--- src/rtl/hex_scan_display_if.sv ---
// Bus between the 4-bit register bank and the scanned 7-segment driver.
// master drives the register word; slave is the display driver.
interface hex_scan_display_if #(
  parameter int unsigned NUM_DIGITS = 8
);
  localparam int unsigned IW = $clog2(NUM_DIGITS);

  logic                    enable;
  logic [NUM_DIGITS*4-1:0] data_i;
  logic [6:0]              seg_o;
  logic [NUM_DIGITS-1:0]   an_o;
  logic [IW-1:0]           digit_idx_o;
  logic                    frame_o;

  modport master (
    output enable, data_i,
    input  seg_o, an_o, digit_idx_o, frame_o
  );

  modport slave (
    input  enable, data_i,
    output seg_o, an_o, digit_idx_o, frame_o
  );
endinterface

--- src/rtl/hex_scan_display.sv ---
// Time-multiplexed common-anode hex display driver with frame-aligned snapshot
// and optional leading-zero blanking.
module hex_scan_display #(
  parameter int unsigned NUM_DIGITS = 8,
  parameter int unsigned SCAN_DIV   = 50000,
  parameter bit          BLANK_LZ   = 1'b1
) (
  input  logic               clk50M,
  input  logic               rst,
  hex_scan_display_if.slave  bus
);
  localparam int unsigned PW = $clog2(SCAN_DIV);
  localparam int unsigned IW = $clog2(NUM_DIGITS);
  localparam int unsigned DW = NUM_DIGITS * 4;

  logic [PW-1:0]         presc_q, presc_d;
  logic [IW-1:0]         index_q, index_d;
  logic [DW-1:0]         snap_q, snap_d;
  logic                  tick_q, tick_d;
  logic [6:0]            seg_q, seg_d;
  logic [NUM_DIGITS-1:0] an_q, an_d;
  logic [IW-1:0]         idx_q, idx_d;
  logic                  frame_q, frame_d;

  logic                  tick;
  logic [NUM_DIGITS-1:0] lz;
  logic                  lz_acc;
  logic [3:0]            cur_dig;
  logic                  cur_lz;

  function automatic logic [6:0] decode(input logic [3:0] v);
    case (v)
      4'h0: decode = 7'h40;
      4'h1: decode = 7'h79;
      4'h2: decode = 7'h24;
      4'h3: decode = 7'h30;
      4'h4: decode = 7'h19;
      4'h5: decode = 7'h12;
      4'h6: decode = 7'h02;
      4'h7: decode = 7'h78;
      4'h8: decode = 7'h00;
      4'h9: decode = 7'h10;
      4'hA: decode = 7'h08;
      4'hB: decode = 7'h03;
      4'hC: decode = 7'h46;
      4'hD: decode = 7'h21;
      4'hE: decode = 7'h06;
      default: decode = 7'h0E;
    endcase
  endfunction

  always_ff @(posedge clk50M or posedge rst) begin
    if (rst) begin
      presc_q <= '0;
      index_q <= IW'(NUM_DIGITS - 1);
      snap_q  <= '0;
      tick_q  <= 1'b0;
      seg_q   <= 7'h7F;
      an_q    <= '1;
      idx_q   <= '0;
      frame_q <= 1'b0;
    end else begin
      presc_q <= presc_d;
      index_q <= index_d;
      snap_q  <= snap_d;
      tick_q  <= tick_d;
      seg_q   <= seg_d;
      an_q    <= an_d;
      idx_q   <= idx_d;
      frame_q <= frame_d;
    end
  end

  // Scan pacing and frame-boundary snapshot.
  always_comb begin
    tick    = (presc_q == PW'(SCAN_DIV - 1));
    presc_d = tick ? '0 : presc_q + 1'b1;
    index_d = index_q;
    snap_d  = snap_q;
    tick_d  = tick;
    if (tick) begin
      if (index_q == IW'(NUM_DIGITS - 1)) begin
        index_d = '0;
        if (!bus.enable) begin
          snap_d = bus.data_i;
        end
      end else begin
        index_d = index_q + 1'b1;
      end
    end
  end

  // lz[k] is set when snapshot digits k..NUM_DIGITS-1 are all zero.
  always_comb begin
    lz     = '0;
    lz_acc = 1'b1;
    for (int unsigned k = 0; k < NUM_DIGITS; k++) begin
      lz_acc = lz_acc & (snap_q[(NUM_DIGITS-1-k)*4 +: 4] == 4'h0);
      lz[NUM_DIGITS-1-k] = lz_acc;
    end
  end

  always_comb begin
    cur_dig = 4'h0;
    cur_lz  = 1'b0;
    for (int unsigned k = 0; k < NUM_DIGITS; k++) begin
      if (index_q == IW'(k)) begin
        cur_dig = snap_q[k*4 +: 4];
        cur_lz  = lz[k];
      end
    end
  end

  // Output stage refreshes the cycle after a tick, from the already-advanced index.
  always_comb begin
    seg_d   = seg_q;
    an_d    = an_q;
    idx_d   = idx_q;
    frame_d = 1'b0;
    if (tick_q) begin
      seg_d = (BLANK_LZ && (index_q != '0) && cur_lz) ? 7'h7F : decode(cur_dig);
      for (int unsigned k = 0; k < NUM_DIGITS; k++) begin
        an_d[k] = (index_q != IW'(k));
      end
      idx_d   = index_q;
      frame_d = (index_q == '0);
    end
  end

  assign bus.seg_o       = seg_q;
  assign bus.an_o        = an_q;
  assign bus.digit_idx_o = idx_q;
  assign bus.frame_o     = frame_q;
endmodule

--- src/flat_wrapper.sv ---
// flat-port wrapper written by rule: the top's interface ports become plain ports
module hex_scan_display_flat 
#(
  parameter int unsigned NUM_DIGITS = 8,
  parameter int unsigned SCAN_DIV   = 50000,
  parameter bit          BLANK_LZ   = 1'b1
)
  (clk50M, rst, bus_enable, bus_data_i, bus_seg_o, bus_an_o, bus_digit_idx_o, bus_frame_o);
  hex_scan_display_if #(.NUM_DIGITS(NUM_DIGITS)) bus_i ();
  input  logic clk50M;
  input  logic rst;
  input wire logic [$bits(bus_i.enable)-1:0] bus_enable;
  input wire logic [$bits(bus_i.data_i)-1:0] bus_data_i;
  output wire logic [$bits(bus_i.seg_o)-1:0] bus_seg_o;
  output wire logic [$bits(bus_i.an_o)-1:0] bus_an_o;
  output wire logic [$bits(bus_i.digit_idx_o)-1:0] bus_digit_idx_o;
  output wire logic [$bits(bus_i.frame_o)-1:0] bus_frame_o;
  assign bus_i.enable = bus_enable;
  assign bus_i.data_i = bus_data_i;
  assign bus_seg_o = bus_i.seg_o;
  assign bus_an_o = bus_i.an_o;
  assign bus_digit_idx_o = bus_i.digit_idx_o;
  assign bus_frame_o = bus_i.frame_o;
  hex_scan_display #(.NUM_DIGITS(NUM_DIGITS), .SCAN_DIV(SCAN_DIV), .BLANK_LZ(BLANK_LZ)) u_core (.clk50M(clk50M), .rst(rst), .bus(bus_i));
endmodule
--- config.mk ---
export PLATFORM = sky130hd
export DESIGN_NAME = hex_scan_display_flat
export DESIGN_NICKNAME = d
export VERILOG_FILES = /design/src/rtl/hex_scan_display_if.sv /design/src/rtl/hex_scan_display.sv /design/src/flat_wrapper.sv
export SDC_FILE = /design/constraint.sdc
export NUM_CORES = 1
export LEC_CHECK = 0
export BUFFER_PORTS_ARGS = -buffer_cell sky130_fd_sc_hd__buf_2
export CORE_MARGIN = 5
export CORE_UTILIZATION = 51
export DETAILED_ROUTE_END_ITERATION = 8
export PLACE_DENSITY = 0.85
export SYNTH_ARGS = -nofsm -noshare
export SYNTH_HDL_FRONTEND = slang
export SYNTH_SLANG_ARGS = --single-unit
--- constraint.sdc ---
create_clock -name clk50M -period 2.8 [get_ports clk50M]
set_input_delay 0.42 -clock clk50M [delete_from_list [all_inputs] [get_ports clk50M]]
set_output_delay 0.42 -clock clk50M [all_outputs]
set_load 0.01 [all_outputs]
# Word-level counts from Yosys, hierarchy flattened
# Memory sizes are Yosys's and may differ from the RTL's.
# Index checks and enable logic that the tools add are counted.
# totals
register_bits	71
mem_bits_ro	112
input_bits	35
output_inout_bits	19
word_cells	66
memories	1
# op_classes
addsub	2
n_eq_ne	15
muxes	20
bitwise	8
n_reduce_logical	12
# mem_list
name	depth	word_bits	rd	rd_clocked_by_memory_dff	wr	line_no	text
(no name shown)	16	7	1	0	0	hex_scan_display.sv:32	case (v)
# ops
operator	n
$logic_not 4->1	8
$mux 4	8
$add 16x1->16 const B	1
$eq 16x16->1 const B	1
$mux 16	1
$eq 3x3->1 const B	4
$ne 3x3->1 const B	4
$mux 1	9
$and 1x1->1	7
$mux 7	1
$eq 3x2->1 const B	2
$ne 3x2->1 const B	2
$add 3x1->3 const B	1
$eq 3x1->1 const B	1
$logic_not 3->1	1
$mux 3	1
$ne 3x1->1 const B	1
$reduce_and 3->1	1
$reduce_bool 3->1	1
$logic_and 1x1->1	1
$not 1->1	1

# Logic depth before layout (Yosys ltp)
# Gate-level depths: netlist of the first run.
# depth
ltp_word	18
ltp_mapped	15
ltp_nobuf	13

# Worst setup path after synthesis of the first run
# No wires, ideal clock.
# synth_timing
kind	register to register
from	reg u_core.index_q[2]
to	reg u_core.seg_q[1], in the netlist u_core.bus.seg_o[1]
setup_ps	80
arrival_time_ps	2852
required_ps	2720
slack_ps	-131
path_stages_with_launch	14
n_path_buf	0
synth_period_minus_slack_ps	2931
path_cell_list	dfstp_2 > clkinv_1 > ha_1 > or2_2 > a21oi_1 > a221o_1 > a21oi_1 > a21oi_1 > inv_1 > ha_1 > inv_1 > a21boi_0 > mux2_4 > o22a_1
# synth_via
elab_chain_len	11
word_cells_on_any_way	28
cone_classes	eq/ne (7); mux (17); reduce/logical (3); memory (1)
# synth_rtl
element	line_no	text
from (decl)	hex_scan_display.sv:17	logic [IW-1:0] index_q, index_d;
from (signal assigned)	hex_scan_display.sv:55	index_q <= IW'(NUM_DIGITS - 1);
from (signal assigned)	hex_scan_display.sv:64	index_q <= index_d;
$logic_not 3->1	hex_scan_display.sv:107	if (index_q == IW'(k)) begin
$mux 4 or $mux 1 (tied branches) (8 in series)	hex_scan_display.sv:107	
$mem_v2 16x7 or $logic_and 1x1->1 (tied branches)	--	
$mux 7 *	hex_scan_display.sv:121	seg_d = (BLANK_LZ && (index_q != '0) && cur_lz) ? 7'h7F : decode(cur_dig);
to (signal assigned)	hex_scan_display.sv:67	seg_q <= seg_d;
to (decl)	hex_scan_display.sv:20	logic [6:0] seg_q, seg_d;
# Mark *: on every way between the ends. The rest lies on a longest branch, timed or not.
# A chain may end at the register's enable or synchronous reset.

# Final worst setup path of the first run
# layout_timing
from	reg u_core.index_q[1]
to	reg u_core.seg_q[0], in the netlist u_core.bus.seg_o[0]
# The elaborated chain is that of the path after synthesis.

==> impl_metrics.csv, run 1 <==
group,metric,value,unit
run_status,status,"completed",
grt,grt_overflow,0,
critical_path,reg2reg_to,"u_core.bus.seg_o[0]$_DFFE_PP1P_",
cts,clock_latency,0.36,ns
cts,hold_buffers,0,
sta,slew_headroom,54.6,%
sta,finalWorstPathRequiredPeriod,2.74,ns
floorplan,rows,30,
cts,htreeDepth,3,
finish,drive_above_1_share,40.2,%
yosys,async_flop_share,100,%
pwr,p_leak,0.00203,uW
routing,wl_per_cell,16.1,um
yosys,yosys-top-cells-area,"dfrtp_1, dfstp_2, mux2_2",
finish,fin_cells,509,
sta,worst_pin_slew,0.680,ns
routing,wl_met2,3.84,mm
critical_path,cpMostUsedCell,"a21oi_2",
hold_path,hold_path_class,"input pin to asynchronous set/reset pin",
pwr,sw_frac_of_total,22.0,%
sta,fin_hold_ws,0.159,ns
sta,finalSetupTns,0,ns
job,maxCapViolations,0,
routing,dr_total_vias,2809,
place,dp.cells,489,
yosys,synth_top_area_cell,"dfrtp_1",
floorplan,die_h,94.3,um
sta,fmax,0.365,GHz
critical_path,arrival,3.04,ns
critical_path,path_class,"register to register",
critical_path,crit_path_end_kind,"register",
routing,wl_met3,564,um
critical_path,cp_num_cells,11,
routing,wl,8.20,mm
cts,cts.sink_count,71,
floorplan,die_w,94.3,um
pwr,p_int,1730,uW
routing,drt-pass1-iter-count,4,
critical_path,cp.required,3.10,ns
finish,fin_nets,455,
cts,root_buffer,"clkbuf_8",
yosys,synth_top_area_share,36.6,%
yosys,synth_cells,341,
finish,syn_to_final_growth,22.8,%
yosys,yosys_most_used_dff,"dfrtp_1",
cts,ctsLongestPathBuffers,2,
place,post-dp-hpwl,5.81,mm
critical_path,crit_buf_inv,1,
pwr,power.density,499,nW/um^2
cts,clkTransAtPathRegs,0.08,ns
critical_path,crit_chain,"inv_4 > ha_4 > a21oi_1 > o21ai_1 > a221o_1 > a21oi_2 > a21oi_2 > ha_1 > or3_1 > o221a_1 > o22a_1",
critical_path,r2r_cells,11,
pwr,seqPwrFrac,48.3,%
critical_path,max_stage_delay,0.61,ns
cts,tritoncts,"yes",
routing,top_layer_used,"met4",
cts,numCtsBuffers,9,
yosys,syn-num-nets,388,
critical_path,rrSetupSlack,0.06,ns
routing,avgViaCountPerCell,5.52,
yosys,synth_seq_cells,71,
finish,fin_area,4450,sq um
place,place_congestion,0.877,
floorplan,io_pins,54,
grt,grt_max_degree,41,
critical_path,critPathLaunchType,"register",
floorplan,dieArea,8890,sq um
critical_path,path_max_fanout,11,
yosys,yosysUniqueCellTypes,45,
floorplan,core,6870,sq um
yosys,syn_avg_cell_area,10.6,sq um
routing,wl_met1,3.58,mm
critical_path,rr_startpoint,"u_core.index_q[1]$_DFFE_PP1P_",
pwr,power_switching,488,uW
sta,report.final.slew_viol_count,0,
pwr,irDropWorstVdd,0.297,mV
yosys,synth_commonest_cells,"dfrtp_1, mux2_2, nor2_1, nand2_1",
sta,setup_viol,0,
grt,antenna_found_initial,0,
routing,drc,0,
finish,antenna_cells,0,
yosys,ys_warn_count,0,
grt,grt_pass1_wl,13.6,mm
routing,detail-route-antenna-nets,0,
place,place_area,4080,sq um
routing,dr.first_iter.drc_count,133,
sta,finalCritPeriodShare,98.0,%
yosys,netlist_area,3620,sq um
pwr,combPwrFrac,6.2,%
yosys,ys_seq_area_share,49.7,%
yosys,synth.most_common_cell,"dfrtp_1",
grt,grt_usage,19.7,%
place,io_buffers,53,
floorplan,initial_core_util,52.7,%
sta,skew,0.00926,ns
grt,grt_pass1_vias,2816,
pwr,pwr-share-clk,45.5,%
sta,hold_viol,0,
yosys,synth_edf_count,0,
critical_path,slowest_stage,"dfstp_2",
critical_path,path_delay_family,"compound AO/OA/AOI/OAI gates",
==> cells in the final DEF (no fill, tap or decap), drive strengths merged, types with 4 or more instances in the layout <==
cell type,n
a21o,4
a21oi,21
a31oi,5
and2,4
and3,4
buf,77
clkbuf,10
dfrtp,53
dfstp,18
ha,12
inv,15
mux2,30
mux2i,8
nand2,22
nand3,8
nand4,4
nor2,23
nor2b,5
nor3,7
nor3b,4
nor4,8
o21ai,21
o22a,4
or3,4
xnor2,6
xor2,6
==> cell type report <==
class                           count  area [sq um]
Fill cell                         526          2420
Sequential cell                    71          1800
Multi-Input combinational cell    233          1750
Timing Repair Buffer               77           470
Clock buffer                       10           138
Tap cell                           96           120
Clock inverter                      6           108
Inverter                           16          62.6
==> power groups by stage <==
stage | clock (uW) | combinational, uW | sequential [uW]
after floorplan | 0 | 84.4 | 1080
after global placement | 0 | 126 | 1090
after detailed placement | 0 | 132 | 1090
after CTS | 1010 | 134 | 1070
after global routing | 1070 | 156 | 1070
final | 1010 | 139 | 1070
==> through the flow <==
| step | total power, uW | util (%) | worst slack, ns |
|---|---|---|---|
| floorplan | 1170 | - | 0.0262 |
| global placement | 1210 | 59.5 | 0.0949 |
| detailed placement | 1220 | 59.5 | -0.00738 |
| CTS | 2220 | 63.2 | 0.0187 |
| global route | 2300 | 64.7 | -0.0546 |
| finish | 2220 | 64.7 | 0.0570 |
==> repair_timing <==
action,4_1_cts,5_1_grt
resized for setup,1,21
buffers inserted,1,3
pin swaps,0,4
gates cloned,0,0
endpoints found under the setup margin,2,6
==> logic make-up after synthesis <==
| family | after synthesis | synth area share [%] |
|---|---|---|
| buf+inv | 37 | 4.80 |
| compound gates | 69 | 12.3 |
| fa+ha+maj | 12 | 4.14 |
| flops | 71 | 49.7 |
| mux | 38 | 11.6 |
| xor+xnor | 12 | 2.90 |
| simple gates | 102 | 14.5 |
==> per-layer routing <==
layer	vias up	global-route usage, %
met2	94	30.6
met3	20	6.81
met4	0	5.54
met1	1350	26.1
met5	-	0
li1	1345	-
==> flip-flops by register name, indices dropped and copies added (netlist names) <==
register                flops
u_core.bus.an_o             8
u_core.bus.digit_idx_o      3
u_core.bus.frame_o          1
u_core.bus.seg_o            7
u_core.index_q              3
u_core.presc_q             16
u_core.snap_q              32
u_core.tick_q               1
==> how the worst max path moves through the flow <==
stage                                              from  slack (ns)                               to
after floorplan           u_core.index_q[2]$_DFFE_PP1P_        0.03  u_core.bus.seg_o[1]$_DFFE_PP1P_
after global placement    u_core.index_q[1]$_DFFE_PP1P_        0.09  u_core.bus.seg_o[0]$_DFFE_PP1P_
after detailed placement  u_core.index_q[1]$_DFFE_PP1P_      -0.007  u_core.bus.seg_o[0]$_DFFE_PP1P_
after CTS                 u_core.index_q[0]$_DFFE_PP1P_        0.02  u_core.bus.seg_o[0]$_DFFE_PP1P_
after global routing      u_core.index_q[1]$_DFFE_PP1P_       -0.05  u_core.bus.seg_o[0]$_DFFE_PP1P_
final                     u_core.index_q[1]$_DFFE_PP1P_        0.06  u_core.bus.seg_o[0]$_DFFE_PP1P_
Note: power is estimated with default switching activity, not from simulation.
==> inputs of run 2 (changes only) <==
- CELL_PAD_IN_SITES_DETAIL_PLACEMENT: default -> 0
- CELL_PAD_IN_SITES_GLOBAL_PLACEMENT: default -> 2
- CORE_UTILIZATION: 51 -> 33
==> impl_metrics.csv, run 2 (synthesis gave the netlist of run 1 again) <==
group,metric,value,unit
run_status,status,"completed",
place,io_buffers,53,
pwr,seqPwrFrac,50.3,%
place,place_congestion,0.846,
pwr,sw_frac_of_total,21.8,%
routing,avgViaCountPerCell,4.99,
cts,ctsLongestPathBuffers,2,
finish,fillers,1027,
finish,largest_reg_flops,32,
cts,numCtsBuffers,9,
routing,dr.first_iter.drc_count,126,
grt,grt_pass1_wl,13.8,mm
pwr,p_int,1670,uW
grt,grt_max_degree,40,
sta,hold_viol,0,
critical_path,path_max_fanout,10,
sta,grt_setup_unrepaired,"true",
sta,finalWorstPathRequiredPeriod,2.70,ns
sta,skew,0.00880,ns
grt,grt_usage,13.3,%
pwr,combPwrFrac,6.3,%
routing,wl,8.43,mm
critical_path,path_class,"register to register",
critical_path,arrival,2.99,ns
finish,syn_to_final_growth,21.8,%
cts,htreeDepth,3,
critical_path,crit_path_end_kind,"register",
hold_path,hold_path_class,"input pin to asynchronous set/reset pin",
sta,slew_headroom,52.9,%
floorplan,core,10800,sq um
routing,drc,0,
place,post-dp-hpwl,6.28,mm
routing,wl_per_cell,15.4,um
floorplan,rows,38,
critical_path,reg2reg_to,"u_core.bus.seg_o[0]$_DFFE_PP1P_",
critical_path,rr_startpoint,"u_core.index_q[0]$_DFFE_PP1P_",
critical_path,cp.required,3.08,ns
finish,antenna_cells,0,
grt,grt_overflow,0,
pwr,p_leak,0.00199,uW
critical_path,r2r_cells,11,
cts,hold_buffers,0,
job,maxCapViolations,0,
critical_path,rrSetupSlack,0.1,ns
finish,top_register,"u_core.snap_q",
routing,drt-pass1-iter-count,4,
sta,setup_viol,0,
pwr,power_switching,464,uW
cts,root_buffer,"clkbuf_8",
floorplan,initial_core_util,33.6,%
grt,grt_pass1_vias,2742,
cts,clkTransAtPathRegs,0.07,ns
sta,finalCritPeriodShare,96.5,%
routing,detail-route-antenna-nets,0,
cts,tritoncts,"yes",
routing,dr_total_vias,2740,
finish,fin_nets,451,
floorplan,io_pins,54,
pwr,irDropWorstVdd,0.293,mV
floorplan,dieArea,13200,sq um
sta,finalSetupTns,0,ns
grt,antenna_found_initial,0,
finish,final_cell_mix,"buf_2, dfrtp_1, mux2_2, nor2_1, nand2_1",
floorplan,die_w,115,um
critical_path,critPathLaunchType,"register",
finish,drive_above_1_share,38.6,%
finish,post-route-util,40.9,%
sta,report.final.slew_viol_count,0,
place,place_ws,0.00239,ns
sta,fmax,0.370,GHz
floorplan,die_h,115,um
cts,cts.sink_count,71,
pwr,pwr-share-clk,43.4,%
pwr,power.density,483,nW/um^2
sta,worst_pin_slew,0.706,ns
sta,setup_ws,0.0974,ns
cts,clock_latency,0.35,ns
run 2: cell types whose count changed in the layout (fill, tap and decap cells not counted), sizes merged:
cell      before  now
clkinvlp       1    0
clkbuf        10   13
clkinv         3    2
buf           77   73
bufinv         3    2
run 2: worst max-delay path by stage:
stage | slack [ns] | cells past startpoint | from | endpoint
6_report | 0.1 | 11 | u_core.index_q[0]$_DFFE_PP1P_ | u_core.bus.seg_o[0]$_DFFE_PP1P_
5_1_grt | -0.02 | 11 | u_core.index_q[0]$_DFFE_PP1P_ | u_core.bus.seg_o[0]$_DFFE_PP1P_
4_1_cts | 0.006 | 13 | u_core.index_q[0]$_DFFE_PP1P_ | u_core.bus.seg_o[1]$_DFFE_PP1P_
3_5_place_dp | 0.002 | 12 | u_core.index_q[1]$_DFFE_PP1P_ | u_core.bus.seg_o[1]$_DFFE_PP1P_
3_3_place_gp | 0.06 | 12 | u_core.index_q[1]$_DFFE_PP1P_ | u_core.bus.seg_o[1]$_DFFE_PP1P_
2_1_floorplan | 0.03 | 12 | u_core.index_q[2]$_DFFE_PP1P_ | u_core.bus.seg_o[1]$_DFFE_PP1P_
run 2: final cells by class:
class                   count  area (sq um)  share of cell area [%]
well taps                 140           175                    3.97
inverters                  16          60.1                    1.36
repair buffers             73           428                    9.70
flip-flops and latches     71          1800                    40.8
clock buffers              13           159                    3.60
clock inverters             3          65.1                    1.47
multi-input cells         233          1730                    39.1
run 2: through the flow:
| step | std cells | area (sq um) | power [uW] | hold WS, ns |
|---|---|---|---|---|
| 6_report | 549 | 4410 | 2130 | 0.177 |
| 5_1_grt | 549 | 4410 | 2220 | 0.237 |
| 4_1_cts | 548 | 4350 | 2160 | 0.194 |
| 3_5_place_dp | 532 | 4120 | 1230 | 0.455 |
| 3_3_place_gp | 532 | 4120 | 1220 | 0.453 |
| 2_1_floorplan | 341 | 3630 | 1170 | 0.433 |
run 2: timing repair:
action,in CTS,in global routing
resized for setup,1,15
endpoints found under the setup margin,1,7
pin swaps,0,5
setup buffers,0,1
run 2: power groups by stage:
stage	Sequential [uW]	Clock (uW)	Combinational (uW)
finish	1070	926	134
global route	1070	995	151
CTS	1070	956	136
detailed placement	1090	0	135
global placement	1090	0	132
floorplan	1080	0	84.4
run 2: metal layers:
layer  routed length, um  track usage (%)  vias up
met5                   0                0        -
met4                  73             2.58        0
met3                 367             4.37        7
met2                4010             21.1       42
met1                3980             18.0     1358
li1                    -                -     1333
run 2: worst max-delay path, cell delays in order, from the launching register on:
cell,delay [ns]
dfstp_2,0.63
inv_2,0.11
ha_4,0.21
a21oi_1,0.11
o21ai_0,0.11
a221o_1,0.35
a21oi_2,0.16
a21oi_2,0.07
ha_1,0.24
or3_1,0.37
o221a_1,0.12
o22a_1,0.15
==> inputs of run 3 (changes only) <==
- ABC_AREA: default -> 0
- CORE_MARGIN: 5 -> default
- GPL_TIMING_DRIVEN: default -> 0
==> impl_metrics.csv, run 3 (synthesis gave the netlist of run 1 again) <==
group,metric,value,unit
routing,dr_total_vias,2846,
floorplan,die_w,107,um
place,post-dp-hpwl,6.00,mm
cts,root_buffer,"clkbuf_8",
finish,syn_to_final_growth,28.4,%
routing,wl,8.53,mm
pwr,p_leak,0.00208,uW
place,io_buffers,53,
critical_path,max_stage_delay,0.61,ns
grt,grt_max_degree,72,
cts,ctsLongestPathBuffers,2,
critical_path,arrival,2.97,ns
cts,tritoncts,"yes",
floorplan,io_pins,54,
critical_path,crit_chain,"inv_4 > ha_4 > buf_6 > and2_4 > buf_6 > a21o_1 > o22ai_2 > a21oi_2 > buf_6 > ha_4 > or3_1 > o221a_1 > o22a_1",
cts,htreeDepth,3,
grt,grt_pass1_wl,14.4,mm
floorplan,rows,37,
critical_path,reg2reg_to,"u_core.bus.seg_o[0]$_DFFE_PP1P_",
sta,slew_headroom,42.1,%
finish,top_register,"u_core.snap_q",
critical_path,crit_buf_inv,4,
critical_path,rr_startpoint,"u_core.index_q[0]$_DFFE_PP1P_",
run_status,status,"completed",
routing,wl_per_cell,15.2,um
sta,hold_viol,0,
pwr,power.density,464,nW/um^2
routing,avgViaCountPerCell,5.06,
floorplan,dieArea,11400,sq um
finish,antenna_cells,0,
sta,fmax,0.370,GHz
sta,finalSetupTns,0,ns
sta,report.final.slew_viol_count,0,
sta,setup_ws,0.100,ns
finish,drive_above_1_share,42.6,%
grt,grt_usage,16.3,%
sta,finalCritPeriodShare,96.4,%
grt,antenna_found_initial,0,
routing,drc,0,
routing,drt-pass1-iter-count,4,
finish,final_common_cell,"buf_2",
sta,setup_viol,0,
cts,clkTransAtPathRegs,0.07,ns
finish,fin_nets,469,
critical_path,cp_num_cells,13,
job,maxCapViolations,0,
hold_path,hold_path_class,"input pin to asynchronous set/reset pin",
cts,clock_latency,0.34,ns
critical_path,path_class,"register to register",
critical_path,cpMostUsedCell,"buf_6",
critical_path,rrSetupSlack,0.10,ns
critical_path,cp.required,3.07,ns
cts,cts.sink_count,71,
finish,final_cell_mix,"buf_2, dfrtp_1, mux2_2, nor2_1, nand2_1",
sta,finalWorstPathRequiredPeriod,2.70,ns
cts,numCtsBuffers,9,
grt,grt_pass1_vias,2952,
sta,skew,0.00981,ns
place,place_congestion,0.868,
floorplan,initial_core_util,34.6,%
floorplan,core,10500,sq um
cts,hold_buffers,0,
critical_path,slowest_stage,"dfstp_2",
sta,worst_pin_slew,0.869,ns
floorplan,die_h,107,um
place,place_ws,-0.429,ns
grt,grt_overflow,0,
finish,largest_reg_flops,32,
critical_path,r2r_cells,13,
critical_path,path_max_fanout,8,
routing,dr.first_iter.drc_count,99,
critical_path,path_delay_family,"compound AO/OA/AOI/OAI gates",
critical_path,crit_path_end_kind,"register",
routing,detail-route-antenna-nets,0,
pwr,irDropWorstVdd,0.252,mV
critical_path,critPathLaunchType,"register",
run 3: cell count changes in the layout (fill, tap and decap cells not counted), sizes merged:
cell / before / now
inv: 15 / 14
clkbuf: 13 / 21
buf: 73 / 83
clkinvlp: 0 / 1
run 3: cell type report:
cell class | instances | area, sq um
clock inverters | 3 | 65.1
clock buffers | 13 | 169
inverters | 16 | 76.3
multi-input cells | 233 | 1810
flip-flops and latches | 71 | 1800
plain buffers | 17 | 126
well taps | 136 | 170
repair buffers | 74 | 434
fillers | 1031 | 5810
run 3: layer usage:
metal / wire, um / part of all wire, % / GRT usage (%) / vias up
li1: - / - / - / 1363
met1: 3920 / 46 / 20.8 / 1407
met2: 4080 / 48 / 26.6 / 64
met3: 375 / 4.4 / 3.65 / 12
met4: 153 / 1.8 / 6.65 / 0
met5: 0 / 0 / 0 / -
run 3: timing repair:
item                       4_1_cts  5_1_grt
pin swaps                        5        8
setup buffers                   16        5
setup endpoints to repair       15       15
gates resized for setup         29       22
run 3: worst reg2reg max path, stage by stage, from the launching register on:
cell     delay, ns
dfstp_2       0.61
inv_4         0.07
ha_4          0.16
buf_6         0.12
and2_4        0.16
buf_6         0.13
a21o_1        0.16
o22ai_2       0.20
a21oi_2       0.11
buf_6         0.14
ha_4          0.16
or3_1         0.34
o221a_1       0.13
o22a_1        0.15
run 3: report_power, final:
group | switching [uW] | internal [uW] | total [uW]
Combinational | 73.5 | 69.4 | 143
Sequential | 20.1 | 1050 | 1070
Clock | 372 | 574 | 947
Total | 466 | 1690 | 2160
run 3: worst max-delay path by stage:
stage	startpoint	endpoint	slack [ns]
after floorplan	u_core.index_q[2]$_DFFE_PP1P_	u_core.bus.seg_o[1]$_DFFE_PP1P_	0.03
after global placement	u_core.index_q[2]$_DFFE_PP1P_	u_core.bus.seg_o[1]$_DFFE_PP1P_	-0.43
after CTS	u_core.index_q[1]$_DFFE_PP1P_	u_core.bus.seg_o[1]$_DFFE_PP1P_	0.008
after detailed placement	u_core.index_q[2]$_DFFE_PP1P_	u_core.bus.seg_o[1]$_DFFE_PP1P_	-0.43
after global routing	u_core.index_q[0]$_DFFE_PP1P_	u_core.bus.seg_o[0]$_DFFE_PP1P_	-0.02
final	u_core.index_q[0]$_DFFE_PP1P_	u_core.bus.seg_o[0]$_DFFE_PP1P_	0.10
run 3: metrics by stage:
| stage | power [uW] | hold slack, ns | instances | util, % | cell area, sq um |
|---|---|---|---|---|---|
| 2_1_floorplan | 1170 | 0.433 | 341 | - | 3630 |
| 3_3_place_gp | 1220 | 0.452 | 530 | 38.9 | 4070 |
| 3_5_place_dp | 1220 | 0.456 | 530 | 38.9 | 4070 |
| 4_1_cts | 2190 | 0.266 | 559 | 43.3 | 4530 |
| 5_1_grt | 2260 | 0.277 | 563 | 44.5 | 4650 |
| 6_report | 2160 | 0.268 | 563 | 44.5 | 4650 |
